--- src/rtl/mem_arbiter.sv ---
// mem_arbiter: serialises three requesters onto one single-port synchronous RAM, one access per 4 cycles.
// Round-robin by default; define MEM_ARB_FIXED_PRIO_EN for fixed priority (device 0 > 1 > 2).
`timescale 1ns/1ps
module mem_arbiter #(
  parameter int AW = 8,
  parameter int DW = 8
) (
  input  logic            i_clk,
  input  logic            i_reset,
  input  logic [2:0]      i_dev_en,
  input  logic [2:0]      i_dev_we,
  input  logic [3*AW-1:0] i_dev_addr,
  input  logic [3*DW-1:0] i_dev_di,
  output logic [2:0]      o_dev_ack,
  output logic [DW-1:0]   o_dev_do,
  output logic            o_mem_en,
  output logic            o_mem_we,
  output logic [AW-1:0]   o_mem_addr,
  output logic [DW-1:0]   o_mem_di,
  input  logic [DW-1:0]   i_mem_do,
  output logic            o_busy
);

  typedef enum logic [1:0] {S_IDLE, S_ISSUE, S_CAPTURE, S_ACK} state_t;

  state_t          r_state, w_state_nxt;
  logic [1:0]      r_grant, w_grant_nxt;
  logic            r_is_wr, w_is_wr_nxt;
  logic [2:0]      r_dev_ack, w_dev_ack_nxt;
  logic [DW-1:0]   r_dev_do, w_dev_do_nxt;
  logic            r_mem_en, w_mem_en_nxt;
  logic            r_mem_we, w_mem_we_nxt;
  logic [AW-1:0]   r_mem_addr, w_mem_addr_nxt;
  logic [DW-1:0]   r_mem_di, w_mem_di_nxt;
  logic            r_busy, w_busy_nxt;
  logic [1:0]      w_start;
  logic [1:0]      w_win;
  logic            w_any;

`ifdef MEM_ARB_FIXED_PRIO_EN
  assign w_start = 2'd0;
`else
  logic [1:0] r_ptr, w_ptr_nxt;

  assign w_start = r_ptr;

  // Pointer moves past the device just served so every other pending device goes first.
  always_comb begin
    w_ptr_nxt = r_ptr;
    if (r_state == S_ACK) w_ptr_nxt = (r_grant == 2'd2) ? 2'd0 : r_grant + 2'd1;
  end

  always_ff @(posedge i_clk) begin
    if (i_reset) r_ptr <= 2'd0;
    else         r_ptr <= w_ptr_nxt;
  end
`endif

  // First requester at or above the start index, wrapping 2 -> 0.
  always_comb begin
    w_any = |i_dev_en;
    case (w_start)
      2'd1:    w_win = i_dev_en[1] ? 2'd1 : (i_dev_en[2] ? 2'd2 : 2'd0);
      2'd2:    w_win = i_dev_en[2] ? 2'd2 : (i_dev_en[0] ? 2'd0 : 2'd1);
      default: w_win = i_dev_en[0] ? 2'd0 : (i_dev_en[1] ? 2'd1 : 2'd2);
    endcase
  end

  always_comb begin
    w_state_nxt    = r_state;
    w_grant_nxt    = r_grant;
    w_is_wr_nxt    = r_is_wr;
    w_dev_ack_nxt  = 3'b000;
    w_dev_do_nxt   = r_dev_do;
    w_mem_en_nxt   = r_mem_en;
    w_mem_we_nxt   = r_mem_we;
    w_mem_addr_nxt = r_mem_addr;
    w_mem_di_nxt   = r_mem_di;
    case (r_state)
      S_IDLE: begin
        if (w_any) begin
          w_grant_nxt    = w_win;
          w_is_wr_nxt    = i_dev_we[w_win];
          w_mem_we_nxt   = i_dev_we[w_win];
          w_mem_addr_nxt = i_dev_addr[w_win*AW +: AW];
          w_mem_di_nxt   = i_dev_di[w_win*DW +: DW];
          w_mem_en_nxt   = 1'b1;
          w_state_nxt    = S_ISSUE;
        end
      end
      S_ISSUE: begin
        w_mem_en_nxt = 1'b0;
        w_mem_we_nxt = 1'b0;
        w_state_nxt  = S_CAPTURE;
      end
      S_CAPTURE: begin
        if (!r_is_wr) w_dev_do_nxt = i_mem_do;
        w_dev_ack_nxt = 3'b001 << r_grant;
        w_state_nxt   = S_ACK;
      end
      default: w_state_nxt = S_IDLE;
    endcase
    w_busy_nxt = (w_state_nxt != S_IDLE);
  end

  always_ff @(posedge i_clk) begin
    if (i_reset) begin
      r_state    <= S_IDLE;
      r_grant    <= 2'd0;
      r_is_wr    <= 1'b0;
      r_dev_ack  <= 3'b000;
      r_dev_do   <= '0;
      r_mem_en   <= 1'b0;
      r_mem_we   <= 1'b0;
      r_mem_addr <= '0;
      r_mem_di   <= '0;
      r_busy     <= 1'b0;
    end else begin
      r_state    <= w_state_nxt;
      r_grant    <= w_grant_nxt;
      r_is_wr    <= w_is_wr_nxt;
      r_dev_ack  <= w_dev_ack_nxt;
      r_dev_do   <= w_dev_do_nxt;
      r_mem_en   <= w_mem_en_nxt;
      r_mem_we   <= w_mem_we_nxt;
      r_mem_addr <= w_mem_addr_nxt;
      r_mem_di   <= w_mem_di_nxt;
      r_busy     <= w_busy_nxt;
    end
  end

  assign o_dev_ack  = r_dev_ack;
  assign o_dev_do   = r_dev_do;
  assign o_mem_en   = r_mem_en;
  assign o_mem_we   = r_mem_we;
  assign o_mem_addr = r_mem_addr;
  assign o_mem_di   = r_mem_di;
  assign o_busy     = r_busy;

endmodule

--- config.mk ---
export PLATFORM = sky130hd
export DESIGN_NAME = mem_arbiter
export DESIGN_NICKNAME = d
export VERILOG_FILES = /design/src/rtl/mem_arbiter.sv
export SDC_FILE = /design/constraint.sdc
export NUM_CORES = 1
export LEC_CHECK = 0
export BUFFER_PORTS_ARGS = -buffer_cell sky130_fd_sc_hd__buf_2
export CORE_AREA = 2 2 65 79
export DETAILED_ROUTE_END_ITERATION = 6
export DIE_AREA = 0 0 67 81
export HOLD_SLACK_MARGIN = 0.1
export PLACE_DENSITY = 0.75
export SYNTH_ARGS = -nofsm -noshare
export SYNTH_HDL_FRONTEND = slang
export SYNTH_SLANG_ARGS = --single-unit
--- constraint.sdc ---
create_clock -name i_clk -period 7.3 [get_ports i_clk]
set_clock_uncertainty 0.05 [all_clocks]
set_input_delay 0.365 -clock i_clk [delete_from_list [all_inputs] [get_ports i_clk]]
set_output_delay 0.365 -clock i_clk [all_outputs]
set_load 0.1 [all_outputs]
==> results of run 1 <==
[cells by family (layout without fill, tap and decap cells)]
family                     after synthesis  in the layout  share of synthesized area, %
and+or+nand+nor                         59             59                          16.2
DFF                                     37             37                          40.7
AOI/OAI and AO/OA                       31             31                          17.2
buffers and inverters                   31            123                          7.98
muxes                                   25             25                          13.8
adders and majority gates                6              6                          4.13
[per-layer routing]
| metal | vias up | global-route usage (%) |
|---|---|---|
| met5 | - | 0 |
| met1 | 765 | 17.5 |
| met4 | 0 | 8.37 |
| li1 | 845 | - |
| met2 | 49 | 28.5 |
| met3 | 10 | 3.60 |
[synth_stat cells (all sizes together)]
cell | n | area, sq um
and3b | 1 | 8.76
buf | 6 | 51.3
nor2 | 18 | 67.6
or4 | 1 | 11.3
inv | 22 | 82.6
a21oi | 4 | 20.0
o31ai | 1 | 7.51
clkbuf | 3 | 11.3
o211ai | 2 | 15.0
nand2 | 20 | 75.1
o21a | 1 | 7.51
mux2i | 25 | 250
or2 | 2 | 12.5
nand3b | 1 | 7.51
nand2b | 1 | 6.26
nor4bb | 2 | 20.0
a211oi | 3 | 22.5
o31a | 1 | 8.76
nor3b | 1 | 7.51
a311oi | 1 | 15.0
o221ai | 16 | 203
nor2b | 4 | 25.0
nor3 | 5 | 25.0
ha | 6 | 75.1
a221oi | 1 | 8.76
nor4b | 2 | 17.5
or4b | 1 | 10.0
o21ai | 1 | 5.00
dfxtp | 37 | 741
[registers in the layout, summed over array words and instances (netlist names), 2 cells and up]
signal and count:
r_state 2, r_ptr 2, o_mem_di 8, o_dev_do 8, r_grant 2, o_dev_ack 3
o_mem_addr 8
[metrics by stage]
stage	instances	power (uW)	cell area (sq um)	worst slack [ns]	hold slack [ns]
4_1_cts	341	1020	2380	4.39	0.252
2_1_floorplan	189	784	1820	4.90	0.394
3_5_place_dp	333	878	2300	4.39	0.399
6_report	341	1010	2380	4.42	0.262
5_1_grt	341	1070	2380	4.21	0.270
3_3_place_gp	333	869	2300	4.53	0.390
[power breakdown]
part,internal (uW),switching [uW],leakage (uW)
clock network,66.1,69.5,0.0000450
registers,260,35.0,0.000304
logic,127,449,0.000791
[worst max-delay path: stages (launching register included)]
cell      delay, ns
dfxtp_1        0.35
inv_1          0.05
ha_1           0.34
nor2b_1        0.16
o21a_1         0.21
or2_1          0.59
or4_4          0.79
o221ai_1       0.24
[path summary, 6_finish.rpt]
kind / startpoint / endpoint / slack (ns) / cells past startpoint
worst max-delay path: r_ptr[0] / o_mem_di[4] / 4.42 / 7
worst min-delay path: i_mem_do[4] / o_dev_do[4] / 0.26 / 3
worst max register to register: r_ptr[0] / o_mem_di[4] / 4.42 / 7
worst min register to register: o_mem_addr[0] / o_mem_addr[0] / 0.41 / 2
[cell type report]
type	instances	area (sq um)
clock inverter	2	10.0
tap	60	75.1
sequential	37	741
inverter	22	82.6
fill	469	2390
timing repair buffer	93	465
clock buffer	6	72.6
multi-input combinational	121	932
==> metrics, run 1 <==
Starting Density between 30% and 40%; CTS Hold Bufs 0; Tcrit/Tclk final between 30% and 40%; PD cells 423 mW/mm^2; met3 WL approximately 260 um; GPL Wtd Cong about 0.84; Max VDD drop about 0.14 mV; Die Y between 80 and 90 um; Post-Syn Instances 189; first-pass GRT wire length about 6.7 mm; Area Overhead vs Synth 30.8%; Yosys warnings 0; most common cell after layout, fill and taps aside buf_2; hpwl dp 3.21 mm; Vias about 1,700; total global routing overflow 0; Core ar. 0.00476 sq mm; share of cells above drive strength 1 about two fifths; max-cap viol count 0; ant diodes 0; final setup violation count 0; WS Path Type flip-flop to flip-flop; largest net degree at the start of global routing 24; M1 WL 1.68 mm; DR vias/cell roughly 4.9; crit-path max FO 18; vias in the first global route ~1,600; clk_lat worst skew approximately 0.28 ns; Pre-Repair DR Iteration Count 4; Remaining DRCs 0; CTS clk-pin slew, worst paths 0.07 ns; WL final approximately 4.2 mm; count of different cell masters after synthesis 34; buffers from clock root to sink, at most 2; full die area 0.00543 sq mm; CTS buffer count 5; Post-Syn Area 0.00182 sq mm; wire per inst 12.2 um; endpoints failing hold 0; Slew Viols, Final 0; most frequent cells in the layout buf_2 (93), dfxtp_1 (37), mux2i_1 (25); FP Rows 28; WP data required roughly 7.4 ns; IO Count 94; Hold Crit Class input port to flip-flop; Clock Sink Count 37; status finished clean; post-CTS setup buffers 0; Total GRT Usage between 10% and 20%; CTS tree yes; FMAX between 300 and 400 MHz; H-Tree Depth 2; CP Data Arrival Time between 3 and 4 ns; Chip Width 67 um; routed wl met2 2.12 mm; Worst Setup End Kind flip-flop; Root Buffer clkbuf_8; CTS resizes 0; Mapped Nets between 200 and 300; Layout Utilization between 40% and 50%; worst rel slew slack between 30% and 40%; nature of the critical path startpoint flip-flop; Seq/Total Area, Yosys 40.7%; nets@finish 350; measured slew at the worst slew-check pin ~1.0 ns; setup TNS 0 ns; Iter 0 DRT Violations 55; min Tclk post-route 2.88 ns; Synth Register Bits 37; Routed Antenna Nets 0; P_leak approximately 0.0011 uW; Max Used Layer met4; # port buffers 93; initial antenna violation count 0; syn_area_per_cell slightly below 10 sq um; RSZ-0062 raised after global routing false
Note: power is estimated with default switching activity, not from simulation.
==> run 2, diff against run 1 <==
clock period = 3 ns   (was 7.3 ns; I/O delays follow)
==> run 2 against run 1 <==
Against the previous run: utilization is 2.9 points higher; via count is 1.4% higher; power is 140% higher; routed wire length is 6.0% higher; sequential share of layout area is 1.7 points lower; cell count is 4.1% higher; final area is 5.8% higher; non-clock buffer count is 14 higher; critical path type unchanged.
==> metrics, run 2 (synthesis gave the netlist of run 1 again) <==
# port buffers 93 (unchanged); Worst Setup End Kind flip-flop; CTS clk-pin slew, worst paths 0.07 ns (about the same); DR vias/cell 4.77 (-2.6%); ant diodes 0 (unchanged); final setup violation count 0 (unchanged); Area Overhead vs Synth 38.4%; setup TNS 0 ns (unchanged); Vias 1,693 (+1.4%); WP data required 3.09 ns (-4.35 ns); Total GRT Usage 16.8% (+0.79 points); final setup margin 0.273 ns (-4.14 ns); FMAX 367 MHz (+5.8%); P_leak 0.00120 uW (+5.2%); Die Y 81 um (unchanged); hpwl dp 3.14 mm (-2.1%); GPL Wtd Cong 0.736 (-12%); worst rel slew slack 35.2% (+3.9 points); crit-path max FO 17 (-1); Fillers 454 (-3.2%); clk_lat worst skew 0.28 ns (about the same); Pre-Repair DR Iteration Count 4 (unchanged); RSZ-0062 raised after global routing false; total global routing overflow 0 (unchanged); Core ar. 0.00476 sq mm (unchanged); worst slack, placed 0.540 ns (-3.85 ns); Multi-input gate area 932 sq um (unchanged); Clock Sink Count 37 (unchanged); most frequent cells in the layout buf_2 (93), dfxtp_1 (37), mux2i_1 (25); slowest stage cell, crit path dlygate4sd3_1; wire per inst 12.4 um (+1.8%); area occupied by registers 741 sq um (unchanged); IO Count 94 (unchanged); most common cell after layout, fill and taps aside buf_2; nets@finish 364 (+4.0%); CP peak stage delay 0.58 ns (-0.21 ns); endpoints failing hold 0 (unchanged); nature of the critical path startpoint flip-flop; first-pass GRT wire length 7.04 mm (+5.2%); share of cells above drive strength 1 39.0% (-1.6 points); Slew Viols, Final 0 (unchanged); Chip Width 67 um (unchanged); initial antenna violation count 0 (unchanged); Tcrit/Tclk final 90.9% (+51 points); Cell Chain, Critical Path inv_1 > ha_1 > nor2b_1 > o21a_1 > or2_1 > buf_4 > mux2i_1 > dlygate4sd3_1 > o221ai_2; Root Buffer clkbuf_8; Routed Antenna Nets 0 (unchanged); WS Path Type flip-flop to flip-flop; full die area 0.00543 sq mm (unchanged); CTS tree yes; Remaining DRCs 0 (unchanged); min Tclk post-route 2.73 ns (-0.157 ns); Iter 0 DRT Violations 61 (+11%); Finished Layout Cells 355 (+4.1%); PD cells 979 mW/mm^2 (+130%); placed cells 334 (+0.30%); Hold Crit Class input port to flip-flop; CTS buffer count 5 (unchanged); buffers from clock root to sink, at most 2 (unchanged); Max VDD drop 0.338 mV (+140%); status finished clean; FP Rows 28 (unchanged); Starting Density 38.2% (unchanged); CP Data Arrival Time 2.82 ns (-0.20 ns); largest net degree at the start of global routing 24 (unchanged); WL final 4.40 mm (+6.0%); H-Tree Depth 2 (unchanged); vias in the first global route 1,616 (+2.5%); max-cap viol count 0 (unchanged); measured slew at the worst slew-check pin 0.968 ns (-0.0618 ns)
## run 2: per-layer routing
metal,vias up,track usage (%),part of all wire (%)
met5,-,0,0
met4,0,6.33,1.8
met3,8,4.02,6.1
met2,52,30.5,52
met1,759,18.8,40
li1,874,-,-
## run 2: report_power, final
| part | switching (uW) | internal, uW | leakage, uW |
|---|---|---|---|
| Sequential | 82.7 | 633 | 0.000304 |
| Combinational | 1100 | 320 | 0.000850 |
| Clock | 167 | 161 | 0.0000450 |
## run 2: layout make-up
cell class	instances	share of cell area (%)
Clock inverter	2	0.398
Timing Repair Buffer	107	24.0
Multi-Input combinational cell	121	37.0
Tap cell	60	2.98
Clock buffer	6	2.88
Sequential cell	37	29.4
Inverter	22	3.28
## run 2: worst max-delay path: cells and delay by family (launching register included)
family	cells	cell delay (ns)
buffers and inverters	3	0.94
AND/OR/NAND/NOR	2	0.39
flip-flops	1	0.35
adder cells (fa/ha/maj)	1	0.35
AO/OA/AOI/OAI	2	0.27
multiplexers	1	0.22
## run 2: worst paths after layout
check / startpoint / end / slack, ns / cells after the start
max: r_ptr[0] / o_mem_di[7] / 0.27 / 9
min: i_dev_addr[0] / o_mem_addr[0] / 0.11 / 3
min reg2reg: o_mem_di[4] / o_mem_di[4] / 0.41 / 2
max reg2reg: r_ptr[0] / o_mem_di[7] / 0.27 / 9
## run 2: what timing repair did
item | in CTS | in global routing
gates resized for setup | 0 | 0
setup buffers | 0 | 0
setup endpoints to repair | 0 | 0
hold buffers | 12 | 1
hold endpoints to repair | 11 | 1
## run 2: metrics by stage
stage | util, % | hold slack, ns | instance area (sq um) | power (uW)
finish | 52.8 | 0.110 | 2520 | 2460
CTS | 52.6 | 0.100 | 2510 | 2480
floorplan | - | 0.179 | 1820 | 1910
global placement | 48.3 | 0.335 | 2300 | 2120
detailed placement | 48.3 | 0.347 | 2300 | 2130
global route | 52.8 | 0.103 | 2520 | 2600
